--- src/rtl/key_stop_ctrl.sv ---
// ---------------------------------------------------------------------------
// key_stop_ctrl
//   Front end for the LED water-light chain. It synchronises and debounces
//   the raw active-low board button. It produces single-cycle press, release
//   and long-press events. It also keeps a `stop` level that toggles on each
//   accepted press and feeds the LED sequencer's `stop` input directly.
//
// Ports
//   clk          system clock, rising edge
//   rst_n        asynchronous active-low reset
//   key_n        raw button, asynchronous to clk, 0 = pressed
//   stop         pause level, toggles on each accepted press
//   key_press    one-cycle pulse on an accepted press
//   key_release  one-cycle pulse on an accepted release
//   key_long     one-cycle pulse after a press is held LONG_CYCLES cycles
//   key_state    debounced level, 1 = pressed
// ---------------------------------------------------------------------------
module key_stop_ctrl #(
  parameter int   DEBOUNCE_CYCLES = 1000000,
  parameter int   LONG_CYCLES     = 50000000,
  parameter int   CNT_W           = 26,
  parameter logic STOP_INIT       = 1'b0
) (
  input  logic clk,
  input  logic rst_n,
  input  logic key_n,
  output logic stop,
  output logic key_press,
  output logic key_release,
  output logic key_long,
  output logic key_state
);

  localparam logic [1:0] IDLE    = 2'd0;
  localparam logic [1:0] FILT_DN = 2'd1;
  localparam logic [1:0] DOWN    = 2'd2;
  localparam logic [1:0] FILT_UP = 2'd3;

  // Terminal counts. A zero LONG_CYCLES disables the long-press event, so
  // its terminal value is parked at zero to avoid a negative constant.
  localparam logic             LONG_EN   = (LONG_CYCLES != 0);
  localparam logic [CNT_W-1:0] DEB_LAST  = CNT_W'(DEBOUNCE_CYCLES - 1);
  localparam logic [CNT_W-1:0] HOLD_LAST = LONG_EN ? CNT_W'(LONG_CYCLES - 1)
                                                   : {CNT_W{1'b0}};
  localparam logic [CNT_W-1:0] CNT_ONE   = CNT_W'(1);

  logic             sync1_r;
  logic             sync_n_r;
  logic [1:0]       state_r;
  logic [CNT_W-1:0] deb_cnt_r;
  logic [CNT_W-1:0] hold_cnt_r;
  logic             long_flag_r;

  // Two-flop synchroniser. Both flops reset to the released level, so a key
  // held through reset must still be fully debounced before a press is seen.
  always_ff @(posedge clk or negedge rst_n) begin
    if (!rst_n) begin
      sync1_r  <= 1'b1;
      sync_n_r <= 1'b1;
    end else begin
      sync1_r  <= key_n;
      sync_n_r <= sync1_r;
    end
  end

  // Debounce FSM with registered event pulses, debounced level and stop toggle.
  always_ff @(posedge clk or negedge rst_n) begin
    if (!rst_n) begin
      state_r     <= IDLE;
      deb_cnt_r   <= {CNT_W{1'b0}};
      hold_cnt_r  <= {CNT_W{1'b0}};
      long_flag_r <= 1'b0;
      stop        <= STOP_INIT;
      key_press   <= 1'b0;
      key_release <= 1'b0;
      key_long    <= 1'b0;
      key_state   <= 1'b0;
    end else begin
      // Pulses default low so each one lasts exactly one cycle.
      key_press   <= 1'b0;
      key_release <= 1'b0;
      key_long    <= 1'b0;
      case (state_r)
        IDLE: begin
          key_state <= 1'b0;
          if (!sync_n_r) begin
            state_r   <= FILT_DN;
            deb_cnt_r <= {CNT_W{1'b0}};
          end
        end
        FILT_DN: begin
          if (sync_n_r) begin
            state_r <= IDLE;
          end else if (deb_cnt_r == DEB_LAST) begin
            state_r     <= DOWN;
            key_press   <= 1'b1;
            stop        <= ~stop;
            key_state   <= 1'b1;
            hold_cnt_r  <= {CNT_W{1'b0}};
            long_flag_r <= 1'b0;
          end else begin
            deb_cnt_r <= deb_cnt_r + CNT_ONE;
          end
        end
        DOWN: begin
          if (sync_n_r) begin
            state_r   <= FILT_UP;
            deb_cnt_r <= {CNT_W{1'b0}};
          end else begin
            // Saturate so a very long hold never wraps into a second event.
            if (hold_cnt_r != HOLD_LAST) begin
              hold_cnt_r <= hold_cnt_r + CNT_ONE;
            end
            // The long flag limits the long event to one per press.
            if (LONG_EN && (hold_cnt_r == HOLD_LAST) && !long_flag_r) begin
              key_long    <= 1'b1;
              long_flag_r <= 1'b1;
            end
          end
        end
        FILT_UP: begin
          // A bounce back to pressed keeps the hold count and the long flag.
          if (!sync_n_r) begin
            state_r <= DOWN;
          end else if (deb_cnt_r == DEB_LAST) begin
            state_r     <= IDLE;
            key_release <= 1'b1;
            key_state   <= 1'b0;
          end else begin
            deb_cnt_r <= deb_cnt_r + CNT_ONE;
          end
        end
        default: begin
          state_r   <= IDLE;
          key_state <= 1'b0;
        end
      endcase
    end
  end

endmodule

--- config.mk ---
export PLATFORM = sky130hd
export DESIGN_NAME = key_stop_ctrl
export DESIGN_NICKNAME = d
export VERILOG_FILES = /design/src/rtl/key_stop_ctrl.sv
export SDC_FILE = /design/constraint.sdc
export NUM_CORES = 1
export LEC_CHECK = 0
export CORE_UTILIZATION = 56
export CTS_CLUSTER_DIAMETER = 200
export DETAILED_ROUTE_END_ITERATION = 10
export GPL_ROUTABILITY_DRIVEN = 0
export PLACE_DENSITY = 0.76
export RECOVER_POWER = 25
export SYNTH_ARGS = -nofsm -noshare
export SYNTH_HDL_FRONTEND = slang
export SYNTH_SLANG_ARGS = --single-unit
--- constraint.sdc ---
create_clock -name clk -period 2.3 [get_ports clk]
set_input_delay 0.46 -clock clk [delete_from_list [all_inputs] [get_ports clk]]
set_output_delay 0.46 -clock clk [all_outputs]
set_load 0.05 [all_outputs]
# Word level (Yosys, flattened, before mapping)

Cells that the tools add are included.

Register bits: 62
Bits of input ports: 3

Add/sub/neg operators: 2
Reduce and logical (&&, ||, !) cells: 11
Equality and inequality tests: 17
Bitwise operators: 2
Muxes and demuxes: 35

Operators with widths:

| operator                                         | number |
|---|---|
| 2-to-1 mux 26 bit                                | 9 |
| case mux 26 bit (4 select lines)                 | 1 |
| adder 26 x 1 -> 26 bit (second input constant)   | 2 |
| case mux 26 bit (2 select lines)                 | 1 |
| == test 26 x 20 -> 1 bit (second input constant) | 1 |
| == test 26 bit (second input constant)           | 1 |
| inequality test 26 bit (second input constant)   | 1 |
| inequality test 2 bit (second input constant)    | 9 |
| 2-to-1 mux 1 bit                                 | 15 |
| AND reduction 5 bit                              | 3 |
| 2-to-1 mux 2 bit                                 | 6 |
| case mux 2 bit (4 select lines)                  | 1 |
| AND reduction 4 bit                              | 2 |
| inequality test 3 bit (second input constant)    | 2 |
| == test 2 bit (second input constant)            | 2 |
| case mux 1 bit (3 select lines)                  | 1 |
| AND reduction 3 bit                              | 1 |
| nonzero test 3 bit                               | 1 |
| == test 2 x 1 -> 1 bit (second input constant)   | 1 |
| zero test 2 bit                                  | 1 |
| NOT 1 bit                                        | 2 |
| case mux 1 bit (2 select lines)                  | 1 |
| nonzero test 2 bit                               | 1 |
| logical AND 1 bit                                | 1 |
| zero test 1 bit                                  | 1 |

# Depth between registers and ports, before layout

Depth after elaboration: 5
Depth in mapped cells: 10
Depth with buffers taken out: 8

# Worst setup path before layout

OpenSTA, ideal clock, no wires.

Path type: reg2reg
From: reg state_r[0]
To: reg deb_cnt_r[20]
Slack: 77 ps
Cell stages (with the launch flop): 9
Arrival time: 2,145 ps
Period minus slack after synthesis: 2,223 ps
Library setup time: 78 ps
Buffers on the path: 0
Cell sequence: dfrtp_1 -> inv_1 -> ha_1 -> or2_4 -> o22ai_2 -> a21boi_4 -> o2111ai_4 -> or4_1 -> a21oi_1

Word-level cells in the longest chain between the ends: 3

RTL lines:

| item                                        | line | RTL |
|---|---|---|
| start: declaration                          | 49   | `logic [1:0] state_r;` |
| start signal: assignment                    | 69   | `state_r <= IDLE;` |
| start signal: assignment                    | 87   | `state_r <= FILT_DN;` |
| start signal: assignment                    | 93   | `state_r <= IDLE;` |
| == test 2 bit, or another cell as far along | 83   | `case (state_r)` |
| inequality test 2 bit (no source line)      | -    |  |
| AND reduction 4 bit (no source line)        | -    |  |
| end signal: assignment                      | 88   | `deb_cnt_r <= {CNT_W{1'b0}};` |
| end signal: assignment                      | 102  | `deb_cnt_r <= deb_cnt_r + CNT_ONE;` |
| end signal: assignment                      | 108  | `deb_cnt_r <= {CNT_W{1'b0}};` |
| end: declaration                            | 50   | `logic [CNT_W-1:0] deb_cnt_r;` |

Parallel ways exist; a longest one is shown, timed or not.
A chain may end at the register's enable or synchronous reset.

==> results_dict.tcl <==
set metrics [dict create \
    status "finished clean" \
    synth_fp_nets 390 \
    drt-total-wl_um 8320 \
    dr.pass1.iters 4 \
    die_x_um 81.0 \
    synth.largest_area_cell "dfrtp_1" \
    initial_core_util_pct 58.4 \
    vias 3098 \
    antenna_found_initial 0 \
    dp.final_hpwl_um 5820 \
    cts.sinks 62 \
    io_buffers 7 \
    cts.reportedPaths.clkPinSlew_ps 70 \
    synth_area_leaders "dfrtp_1, xnor2_1, nor2_1, nand2_1, nor4_1" \
    p_int_mw 2.04 \
    hold_viol 0 \
    finalClockSkew_ps 12.8 \
    slew_headroom_pct 21.2 \
    row_count 28 \
    crit_path_max_fanout 9 \
    viasPerCell 6.27 \
    ys.warnings.count 0 \
    placed_cells 478 \
    area_growth_pct 15.3 \
    stdcell_count 494 \
    dieArea_um2 6570 \
    htreeDepth 3 \
    required_ps 2540 \
    ys_async_sr_fraction_pct 100 \
    ys.flop_type "dfrtp_1" \
    reg2reg_to "deb_cnt_r[8]" \
    rsz0062_at_grt "true" \
    setup_tns_ps 0 \
    power_density_nw_per_um2 794 \
    ys_seq_area_share_pct 44.4 \
    crit_path_end_kind "flip-flop" \
    p_switching_mw 1.17 \
    nNetsFinal 423 \
    drive_above_1_share_pct 15.5 \
    clockRootBuffer "clkbuf_8" \
    drt_iter0_drc 214 \
    syn_inst 381 \
    synth_top_family_by_area "simple AND/OR/NAND/NOR gates" \
    regArea_um2 1550 \
    grt_pass1_wl_um 14100 \
    power.leakage_nw 1.68 \
    crit_type "flip-flop to flip-flop" \
    stdcell_area_um2 4030 \
    ff2ff_setup_slack_ps 110 \
    die_h_um 81.0 \
    synth.avg_cell_area_um2 9.18 \
    core_area_um2 5990 \
    grt_pass1_vias 2937 \
    clock_path_buffers 2 \
    antenna_left 0 \
    synth_simple_gate_area_share_pct 27.7 \
    final-setup-viol-count 0 \
    insertedDiodeCount 0 \
    ys_ff_latch 62 \
    dpl_cell_area_um2 3820 \
    p_sw_share_pct 36.4 \
    synth_edf_count 0 \
    insertion_delay_ps 340 \
    grt_overflow_total 0 \
    worstMarginPinSlew_ps 1180 \
    synth_compound_area_share_pct 14.4 \
    cts_tree "yes" \
    synth_xor_area_share_pct 7.76 \
    synth.distinct_cells 56 \
    hp-class "input pin to async pin" \
    rr_worst_depth 9 \
    vdd_drop_max_uv 567 \
    cp-start-kind "flip-flop" \
    share_comb_of_total_power_pct 34.3 \
    layout_min_cycle_time_ps 2190 \
    fin_crit_sh_pct 95.3 \
    yosys.area_share.adder_pct 2.15 \
    fin_ws_ps 109 \
    cap_violations 0 \
    grt_max_degree 24 \
    grt_util_all_layers_pct 28.4 \
    synth_mux_area_share_pct 0 \
    synth_top_area_share_pct 42.9 \
    total_power_mw 3.20 \
    final_core_util_pct 67.3 \
    remaining_drc_errors 0 \
    dpl_worst_slack_ps 62.9 \
    ios 8 \
    wl_per_cell_um 16.8 \
    maxSlewViolCount 0 \
    syn_area_um2 3500 \
    nFillCells 467 \
    cp.arrival_ps 2430 \
    p_clk_share_pct 28.5 \
    holdWs_ps 333 \
    fmax_ghz 0.456 \
    multiInputGateArea_um2 1860 \
    seq_power_share_pct 37.2 \
    cts_buffers 9 \
]
## cell families (layout without fill, tap and decap cells)
| group | Yosys count | in the layout |
|---|---|---|
| buf+inv | 25 | 63 |
| flops | 62 | 62 |
| compound gates | 71 | 71 |
| xor+xnor | 31 | 31 |
| simple gates | 186 | 186 |
| fa+ha+maj | 6 | 6 |
## flip-flops by register name, summed over array words and instances (netlist names), named ones only
name and count:
deb_cnt_r 26, hold_cnt_r 26, key_long 1, key_press 1, key_release 1, key_state 1
long_flag_r 1, state_r 1, stop 1, sync1_r 1, sync_n_r 1
## cell type report
type                            count  area share (%)
Inverter                            7           0.652
Sequential cell                    62            38.5
Timing Repair Buffer               40            7.85
Multi-Input combinational cell    294            46.1
Clock inverter                      5            1.24
Tap cell                           75            2.33
Clock buffer                       11            3.26
## per-layer routing
| layer | GRT usage, % | vias up | share of wire, % | wire [um] |
|---|---|---|---|---|
| met5 | 0 | - | 0 | 0 |
| met4 | 10.9 | 0 | 1.7 | 138 |
| met3 | 6.63 | 16 | 6.5 | 542 |
| met2 | 42.9 | 119 | 46 | 3820 |
| met1 | 39.5 | 1513 | 46 | 3820 |
| li1 | - | 1450 | - | - |
## cell usage in the layout, fill, tap and decap left out, drive strengths merged, types with 7 or more instances in the layout
master,synthesis,final
a21oi,16,16
and3,10,10
buf,9,32
clkbuf,9,12
dfrtp,60,60
inv,7,7
nand2,34,34
nand3,18,18
nand4,13,13
nor2,50,50
nor3,11,11
nor4,18,18
o21ai,20,20
xnor2,27,27
## power by group through the flow
stage | logic, mW | registers, mW | clock network (mW)
final | 1.10 | 1.19 | 0.914
after global routing | 1.20 | 1.20 | 0.991
after CTS | 1.07 | 1.19 | 0.928
after detailed placement | 1.06 | 1.21 | 0
after global placement | 1.03 | 1.21 | 0
after floorplan | 0.657 | 1.21 | 0
## synth_stat cells, drive strengths merged (2+ instances only)
master   count
dfstp        2
ha           6
nand3       18
nor3        11
a41oi        2
nor2        50
o22a         2
dfrtp       60
nor4b        6
a21oi       16
nor3b        2
or2          4
nor4        18
a2111oi      2
nand4       13
o211ai       2
inv          7
o41ai        6
xor2         4
o31ai        4
a21o         3
o21ai       20
a21boi       2
or3          3
clkbuf       9
and3        10
a31oi        3
nand2       34
and4         4
buf          9
a32o         2
nand2b       3
xnor2       27
and2         5
## what timing repair did
action | in CTS | in global routing
setup buffers | 0 | 0
setup endpoints to repair | 0 | 21
gates resized for setup | 0 | 9
hold buffers | 0 | 0
## critical path: stages (launching register included)
cell and delay (ps):
dfrtp_1 410, inv_1 80, ha_1 180, or2b_1 260, o22ai_2 180, a21boi_4 250, buf_4 200, nand2_1 110
a2bb2o_1 270, a21o_1 170
## worst max-delay path by stage
stage,endpoint,slack [ps]
after detailed placement,hold_cnt_r[25],60
after global placement,hold_cnt_r[17],110
after floorplan,deb_cnt_r[20],80
final,deb_cnt_r[8],110
after CTS,hold_cnt_r[17],50
after global routing,deb_cnt_r[20],-10
Note: power is estimated with default switching activity, not from simulation.
